--- src/rtl/range_counter_core_pkg.sv ---
// Shared timing defaults for the range counter: counter/elapsed widths and window length.
package range_counter_core_pkg;

  localparam int counter_width_default  = 8;
  localparam int elapsed_width_default  = 4;
  localparam int range_duration_default = 6;

endpackage

--- src/rtl/range_counter_core_timer.sv ---
// Window timer: holds the active flag and up-counts elapsed enabled ticks until the terminal count.
module range_counter_core_timer
  import range_counter_core_pkg::*;
#(
  parameter int elapsed_width  = elapsed_width_default,
  parameter int range_duration = range_duration_default
) (
  input  logic                     clock,
  input  logic                     reset,
  input  logic                     clear,
  input  logic                     tick,
  input  logic                     start,
  output logic                     active,
  output logic [elapsed_width-1:0] elapsed
);

  localparam logic [elapsed_width-1:0] last_tick = elapsed_width'(range_duration - 1);

  logic terminal;
  assign terminal = (elapsed == last_tick);

  // clear (trigger reload) outranks the tick qualifier, so a load aborts even when stalled
  always_ff @(posedge clock or negedge reset) begin
    if (!reset) begin
      active  <= 1'b0;
      elapsed <= '0;
    end else if (clear) begin
      active  <= 1'b0;
      elapsed <= '0;
    end else if (tick) begin
      if (!active) begin
        if (start) begin
          active  <= 1'b1;
          elapsed <= '0;
        end
      end else if (terminal) begin
        active  <= 1'b0;
        elapsed <= '0;
      end else begin
        elapsed <= elapsed + 1'b1;
      end
    end
  end

endmodule

--- src/rtl/range_counter_core.sv ---
// Opens a fixed-length activity window when an external counter equals a loadable trigger value.
module range_counter_core
  import range_counter_core_pkg::*;
#(
  parameter int counter_width  = counter_width_default,
  parameter int elapsed_width  = elapsed_width_default,
  parameter int range_duration = range_duration_default
) (
  input  logic                     clock,
  input  logic                     reset,
  input  logic                     load,
  input  logic [counter_width-1:0] on_count,
  input  logic [counter_width-1:0] counter,
  input  logic                     enable,
  output logic                     active,
  output logic [elapsed_width-1:0] elapsed
);

  logic [counter_width-1:0] trig_reg;
  logic                     match;

  always_ff @(posedge clock or negedge reset) begin
    if (!reset) begin
      trig_reg <= '0;
    end else if (load) begin
      trig_reg <= on_count;
    end
  end

  // compared against the old trigger; on a load edge the timer is cleared anyway
  assign match = (counter == trig_reg);

  range_counter_core_timer #(
    .elapsed_width  (elapsed_width),
    .range_duration (range_duration)
  ) u_timer (
    .clock   (clock),
    .reset   (reset),
    .clear   (load),
    .tick    (enable),
    .start   (match),
    .active  (active),
    .elapsed (elapsed)
  );

endmodule

--- config.mk ---
export PLATFORM = sky130hd
export DESIGN_NAME = range_counter_core
export DESIGN_NICKNAME = d
export VERILOG_FILES = /design/src/rtl/range_counter_core_pkg.sv /design/src/rtl/range_counter_core_timer.sv /design/src/rtl/range_counter_core.sv
export SDC_FILE = /design/constraint.sdc
export NUM_CORES = 1
export LEC_CHECK = 0
export BUFFER_PORTS_ARGS = -buffer_cell sky130_fd_sc_hd__buf_2
export CORE_MARGIN = 8
export CORE_UTILIZATION = 35
export DETAILED_ROUTE_END_ITERATION = 8
export GPL_TIMING_DRIVEN = 0
export MAX_ROUTING_LAYER = met4
export SYNTH_ARGS = -nofsm -noshare
export SYNTH_HDL_FRONTEND = slang
export SYNTH_SLANG_ARGS = --single-unit
--- constraint.sdc ---
create_clock -name clock -period 2.5 [get_ports clock]
set_input_delay 0.5 -clock clock [delete_from_list [all_inputs] [get_ports clock]]
set_output_delay 0.5 -clock clock [all_outputs]
set_load 0.05 [all_outputs]
==> results of run 1 <==
-- metal layers --
layer | global-route usage [%] | vias up | routed length (um)
li1 | - | 286 | -
met1 | 10.7 | 270 | 705
met2 | 16.1 | 18 | 788
met3 | 3.76 | 0 | 108
met4 | 3.25 | 0 | 0
met5 | - | - | 0
-- cells in the mapped netlist --
cell type                   count
sky130_fd_sc_hd__buf_2          3
sky130_fd_sc_hd__nand2_1        2
sky130_fd_sc_hd__xnor2_1        8
sky130_fd_sc_hd__nand4_1        2
sky130_fd_sc_hd__mux2_2         8
sky130_fd_sc_hd__nand3_1        1
sky130_fd_sc_hd__or3_4          1
sky130_fd_sc_hd__o41ai_1        3
sky130_fd_sc_hd__o22ai_1        1
sky130_fd_sc_hd__dfrtp_1       13
sky130_fd_sc_hd__nand2b_1       1
sky130_fd_sc_hd__inv_1          4
sky130_fd_sc_hd__nor2_1         2
sky130_fd_sc_hd__and3b_4        1
sky130_fd_sc_hd__o21ai_0        1
sky130_fd_sc_hd__ha_1           2
sky130_fd_sc_hd__or3_1          1
sky130_fd_sc_hd__o32a_1         2
sky130_fd_sc_hd__a32o_1         1
sky130_fd_sc_hd__a21oi_1        1
sky130_fd_sc_hd__a21boi_0       1
sky130_fd_sc_hd__nor3b_1        2
sky130_fd_sc_hd__nand3b_1       1
sky130_fd_sc_hd__a2bb2oi_1      1
-- kinds of logic (layout without fill, tap and decap cells) --
family | count (synthesis) | after routing
and+or+nand+nor | 14 | 14
DFF | 13 | 13
AOI/OAI and AO/OA | 11 | 11
xor gates and xnor gates | 8 | 8
muxes | 8 | 8
buffers and inverters | 7 | 34
adders and majority gates | 2 | 2
-- per-stage QoR --
| stage | area, sq um | util (%) | total power [mW] | hold WS, ps | setup WS [ps] |
|---|---|---|---|---|---|
| after floorplan | 721 | - | 0.274 | 204 | 665 |
| after global placement | 870 | 44.3 | 0.300 | 411 | 960 |
| after detailed placement | 870 | 44.3 | 0.302 | 406 | 937 |
| after CTS | 896 | 45.7 | 0.437 | 94.2 | 920 |
| after global routing | 896 | 45.7 | 0.451 | 92.3 | 829 |
| final | 896 | 45.7 | 0.430 | 85.9 | 909 |
-- cell type report --
type	instances	area (sq um)
inverters	4	15.0
clock buffers	4	26.3
repair buffers	23	115
multi-input cells	43	365
plain buffers	3	15.0
fillers	220	1070
well taps	27	33.8
flip-flops and latches	13	325
-- power by group --
group          switching (mW)  total, mW  internal [mW]
logic                  0.0263     0.0636         0.0373
registers             0.00881      0.232          0.223
clock network          0.0720      0.134         0.0620
-- path summary, 6_finish.rpt --
path	to	cells past startpoint	slack (ps)	from
worst max-delay path	u_timer.elapsed[1]	6	910	u_timer.elapsed[1]
worst min-delay path	u_timer.elapsed[2]	1	90	reset
worst max register to register	u_timer.elapsed[1]	6	910	u_timer.elapsed[1]
worst min register to register	trig_reg[3]	1	530	trig_reg[3]
max in group asynchronous	trig_reg[1]	1	2190	reset
min in group clock	trig_reg[6]	2	450	on_count[6]
-- worst max-delay path, stage by stage, from the launching register on --
cell and delay [ps]:
sky130_fd_sc_hd__dfrtp_1 420, sky130_fd_sc_hd__inv_1 100, sky130_fd_sc_hd__ha_1 180, sky130_fd_sc_hd__and3b_4 180, sky130_fd_sc_hd__or3_4 380, sky130_fd_sc_hd__o32a_1 180, sky130_fd_sc_hd__o41ai_1 60
==> load_flow_metrics.sql, run 1 <==
INSERT INTO impl_metrics (metric_group, metric, value, unit) VALUES
('cts', 'tritoncts', 'built', ''),
('yosys', 'synth_area_leaders', 'sky130_fd_sc_hd__dfrtp_1 45%, sky130_fd_sc_hd__mux2_2 13%, sky130_fd_sc_hd__xnor2_1 9.7%', ''),
('routing', 'antenna_left', '0', ''),
('final_layout', 'num_antenna_cells', '0', ''),
('cts', 'cts.htree.levels', '1', ''),
('yosys', 'synth-simple-area-share', '12.7', '%'),
('yosys', 'synthesis.area', '721', 'sq um'),
('floorplanning', 'dieArea', '3770', 'sq um'),
('global_route', 'combined_global_route_utilization_of_all_metal_layers', '9.83', '%'),
('yosys', 'synth_fa_ha_area_share', '3.47', '%'),
('cts', 'cts_root_buffer', 'sky130_fd_sc_hd__clkbuf_4', ''),
('global_route', 'grt_overflow', '0', ''),
('floorplanning', 'cell_row_count', '16', ''),
('yosys', 'synth-warning-count', '0', ''),
('yosys', 'main_combinational_cell_family_by_area_after_synthesis', 'simple AND/OR/NAND/NOR gates', ''),
('final_layout', 'mostFrequentLayoutCells', '26 x sky130_fd_sc_hd__buf_2, 13 x sky130_fd_sc_hd__dfrtp_1, 8 x sky130_fd_sc_hd__xnor2_1, 8 x sky130_fd_sc_hd__mux2_2, 4 x sky130_fd_sc_hd__inv_1', ''),
('place', 'port_buffers', '23', ''),
('floorplanning', 'top_level_ports', '25', ''),
('routing', 'num_vias', '574', ''),
('global_route', 'first_global_vias', '638', ''),
('power_and_ir_drop', 'vdd_drop_max', '0.000250', 'V'),
('final_layout', 'largest_register_ff_count', '8', ''),
('floorplanning', 'start_util', '36.7', '%'),
('routing', 'wl_per_cell', '13.7', 'um'),
('final_layout', 'mostFrequentLayoutCell', 'sky130_fd_sc_hd__buf_2', ''),
('final_layout', 'layoutNonFillerInstCount', '117', ''),
('place', 'gpl.final_weighted_congestion', '0.789', ''),
('sta', 'final_count_of_pins_violating_max_slew', '0', ''),
('critical_path', 'critPathArrivalTime', '1770', 'ps'),
('final_layout', 'syn_to_final_growth', '24.3', '%'),
('global_route', 'global_route_wire_length_before_repair', '2650', 'um'),
('critical_path', 'timing.critical_path.from_type', 'register', ''),
('routing', 'detailedRoute.firstPassIterationCount', '4', ''),
('sta', 'post-route-min-period', '1590', 'ps'),
('global_route', 'initial_antenna_violation_count', '0', ''),
('floorplanning', 'die_h', '61.4', 'um'),
('sta', 'worst_margin_pin_slew', '348', 'ps'),
('routing', 'detail_route.vias_per_cell', '4.91', ''),
('status', 'run_status', 'complete, no violations', ''),
('yosys', 'synthMuxAreaShare', '12.5', '%'),
('cts', 'hold_bufs_inserted_after_cts', '0', ''),
('sta', 'max_freq', '628', 'MHz'),
('cts', 'cts.repair.resized', '0', ''),
('cts', 'numClockSinks', '13', ''),
('power_and_ir_drop', 'power_density', '480', 'nW/um^2'),
('critical_path', 'cp.required', '2680', 'ps'),
('critical_path', 'endpoint_kind', 'register', ''),
('cts', 'cts.clk_slew.worst_paths', '80', 'ps'),
('sta', 'rsz_0062_raised_after_global_routing', 'false', ''),
('final_layout', 'nets', '113', ''),
('global_route', 'grt_max_degree', '14', ''),
('job', 'maxCapViolCount', '0', ''),
('routing', 'drc_violation_count_after_routing', '0', ''),
('yosys', 'synth-seq-cells', '13', ''),
('cts', 'cts_buffer_depth', '2', ''),
('routing', 'dr.first_iter.drc_count', '16', ''),
('power_and_ir_drop', 'total_leakage_power', '0.401', 'nW'),
('place', 'dp_cells', '113', ''),
('cts', 'worst_skew_late_latency', '280', 'ps'),
('routing', 'wirelength', '1600', 'um'),
('sta', 'finalClockSkew', '4.06', 'ps'),
('cts', 'cts.repair_timing.setup_buffer_count', '0', ''),
('floorplanning', 'die_w', '61.4', 'um'),
('final_layout', 'drive_above_1_share', '43.3', '%'),
('sta', 'setup-violations-final', '0', ''),
('place', 'place_hpwl', '1240', 'um'),
('cts', 'cts_buffers', '3', ''),
('yosys', 'yosys.area_share.xor_xnor', '9.72', '%'),
('yosys', 'synth_top_area_share', '45.1', '%'),
('yosys', 'syn_nets', '85', ''),
('yosys', 'yosysUniqueCellTypes', '24', '');
No activity file was read; power rests on OpenSTA's default activity.
==> run 2, diff against run 1 <==
==> constraint.sdc (replaced) <==
create_clock -name clock -period 1.4 [get_ports clock]
set_input_delay 0.28 -clock clock [delete_from_list [all_inputs] [get_ports clock]]
set_output_delay 0.28 -clock clock [all_outputs]
set_load 0.05 [all_outputs]
==> run 2 against run 1 <==
- the flow now finishes with violations (setup timing)
- non-clock buffer count rose by 5
- critical path depth fell by 1
- total power rose by 77%
- global-route usage rose by 0.065 points
- worst setup slack got worse by 950 ps
- combinational power rose by 84%
- via count rose by 5.6%
- first-iteration DRC count fell by 81%
- critical path type unchanged
- critical endpoint is now u_timer.elapsed[3]
==> load_flow_metrics.sql, run 2 (same netlist as run 1, synthesis figures left out) <==
INSERT INTO impl_metrics (metric_group, metric, value, unit) VALUES
('final_layout', 'syn_to_final_growth', '34.2', '%'),
('routing', 'dr.first_iter.drc_count', '3', ''),
('floorplanning', 'start_util', '36.7', '%'),
('final_layout', 'utilization', '49.3', '%'),
('final_layout', 'mostFrequentLayoutCells', '26 x sky130_fd_sc_hd__buf_2, 10 x sky130_fd_sc_hd__dfrtp_1, 8 x sky130_fd_sc_hd__xnor2_1, 8 x sky130_fd_sc_hd__mux2_2, 4 x sky130_fd_sc_hd__buf_4', ''),
('job', 'maxCapViolCount', '0', ''),
('cts', 'cts_buffers', '3', ''),
('min_path', 'worstHoldStart', 'on_count[4]', ''),
('routing', 'num_vias', '606', ''),
('final_layout', 'largest_register_ff_count', '8', ''),
('cts', 'cts.clk_slew.worst_paths', '80', 'ps'),
('critical_path', 'critPathArrivalTime', '1610', 'ps'),
('sta', 'post-route-min-period', '1440', 'ps'),
('routing', 'wirelength', '1600', 'um'),
('routing', 'antenna_left', '0', ''),
('sta', 'worst_margin_pin_slew', '419', 'ps'),
('critical_path', 'critical_path_peak_fanout', '3', ''),
('sta', 'finalClockSkew', '6.57', 'ps'),
('floorplanning', 'cell_row_count', '16', ''),
('routing', 'drc_violation_count_after_routing', '0', ''),
('sta', 'setup-violations-final', '3', ''),
('final_layout', 'mostFrequentLayoutCell', 'sky130_fd_sc_hd__buf_2', ''),
('sta', 'final_count_of_pins_violating_max_slew', '0', ''),
('status', 'run_status', 'finished, violations left', ''),
('cts', 'worst_skew_late_latency', '270', 'ps'),
('cts', 'numClockSinks', '13', ''),
('sta', 'hold_viol_final', '0', ''),
('cts', 'cts_buffer_depth', '2', ''),
('routing', 'detail_route.vias_per_cell', '4.97', ''),
('critical_path', 'timing.critical_path.from_type', 'register', ''),
('sta', 'rsz_0062_raised_after_global_routing', 'true', ''),
('global_route', 'grt_max_degree', '14', ''),
('critical_path', 'cp.required', '1570', 'ps'),
('sta', 'layout_worst_path_cycle_share', '103', '%'),
('cts', 'cts.htree.levels', '1', ''),
('place', 'dp_worst_setup_slack', '-74.9', 'ps'),
('place', 'dp_cells', '113', ''),
('critical_path', 'crit-reg2reg-launch', 'u_timer.elapsed[0]', ''),
('critical_path', 'ff2ff_setup_slack', '-40', 'ps'),
('sta', 'timing.max_slew.rel_slack', '71.9', '%'),
('floorplanning', 'die_w', '61.4', 'um'),
('place', 'gpl.final_weighted_congestion', '0.786', ''),
('power_and_ir_drop', 'power_density', '785', 'nW/um^2'),
('floorplanning', 'core_region_area', '1960', 'sq um'),
('final_layout', 'num_antenna_cells', '0', ''),
('critical_path', 'endpoint_kind', 'register', ''),
('cts', 'cts_root_buffer', 'sky130_fd_sc_hd__clkbuf_4', ''),
('cts', 'tritoncts', 'built', ''),
('final_layout', 'nets', '118', ''),
('sta', 'max_freq', '694', 'MHz'),
('floorplanning', 'top_level_ports', '25', ''),
('critical_path', 'critical_path.startpoint', 'u_timer.elapsed[0]', ''),
('min_path', 'hold_class', 'input pin to register', ''),
('global_route', 'grt_overflow', '0', ''),
('status', 'failing_checks', 'setup timing', ''),
('global_route', 'combined_global_route_utilization_of_all_metal_layers', '9.89', '%'),
('global_route', 'global_route_wire_length_before_repair', '2790', 'um'),
('routing', 'wl_per_cell', '13.1', 'um'),
('floorplanning', 'die_h', '61.4', 'um'),
('routing', 'detailedRoute.firstPassIterationCount', '2', ''),
('floorplanning', 'dieArea', '3770', 'sq um'),
('global_route', 'initial_antenna_violation_count', '0', ''),
('final_layout', 'layoutNonFillerInstCount', '122', ''),
('global_route', 'first_global_vias', '690', ''),
('power_and_ir_drop', 'total_leakage_power', '0.433', 'nW'),
('final_layout', 'drive_above_1_share', '52.6', '%'),
('place', 'place_hpwl', '1220', 'um'),
('sta', 'fin_ws', '-40.8', 'ps'),
('power_and_ir_drop', 'vdd_drop_max', '0.000581', 'V'),
('critical_path', 'worst-setup-path-type', 'register to register', ''),
('place', 'port_buffers', '23', '');
-- run 2: cell types whose count changed in the layout (fill, tap and decap cells not counted), moves of 2 or more --
cell                      previous run  this run
sky130_fd_sc_hd__buf_4               0         4
sky130_fd_sc_hd__o41ai_1             3         1
sky130_fd_sc_hd__o41ai_2             0         2
sky130_fd_sc_hd__dfrtp_1            13        10
sky130_fd_sc_hd__dfrtp_2             0         3
-- run 2: area by class of cell --
type	count	area, sq um
buffer	3	15.0
inverter	4	15.0
timing repair buffer	28	155
clock buffer	4	26.3
fill	208	995
sequential	13	329
multi-input combinational	43	393
tap	27	33.8
-- run 2: path summary, 6_finish.rpt --
kind | depth (start not counted) | endpoint
setup / recovery | 5 | u_timer.elapsed[3]
hold / removal | 2 | trig_reg[4]
setup reg to reg | 5 | u_timer.elapsed[3]
hold reg to reg | 1 | trig_reg[5]
max in group asynchronous | 2 | u_timer.active
min in group asynchronous | 2 | u_timer.elapsed[3]
-- run 2: report_power, final --
| part | total [mW] | internal (mW) | switching [mW] |
|---|---|---|---|
| combinational | 0.117 | 0.0688 | 0.0485 |
| sequential | 0.414 | 0.399 | 0.0152 |
| clock | 0.228 | 0.110 | 0.118 |
| total | 0.759 | 0.578 | 0.181 |
-- run 2: stage by stage --
stage                     instance area, sq um  hold slack [ps]  total power, mW  setup TNS, ps
after floorplan                            737            -15.6            0.490           -523
after global placement                     886              192            0.535           -152
after detailed placement                   886              185            0.538           -192
after CTS                                  960              223            0.777          -82.5
after global routing                       967              222            0.815           -204
final                                      967              235            0.759          -66.2
-- run 2: critical path, stage by stage, from the launching register on --
cell	delay, ps
sky130_fd_sc_hd__dfrtp_2	430
sky130_fd_sc_hd__ha_4	150
sky130_fd_sc_hd__and3b_4	170
sky130_fd_sc_hd__or3_4	350
sky130_fd_sc_hd__o32a_1	180
sky130_fd_sc_hd__o41ai_2	60
-- run 2: what timing repair did --
item                                    CTS  global route
setup buffers                             3             1
hold endpoints to repair                 13             0
gates resized for setup                   2             1
hold buffers                              1             0
endpoints found under the setup margin    3             4
pin swaps                                 1             2
-- run 2: per-layer routing --
layer	track usage (%)	vias to the layer above	share of wire, %
li1	-	294	-
met1	11.7	288	47
met2	15.5	20	46
met3	2.71	4	5.8
met4	3.90	0	1.1
met5	-	-	0
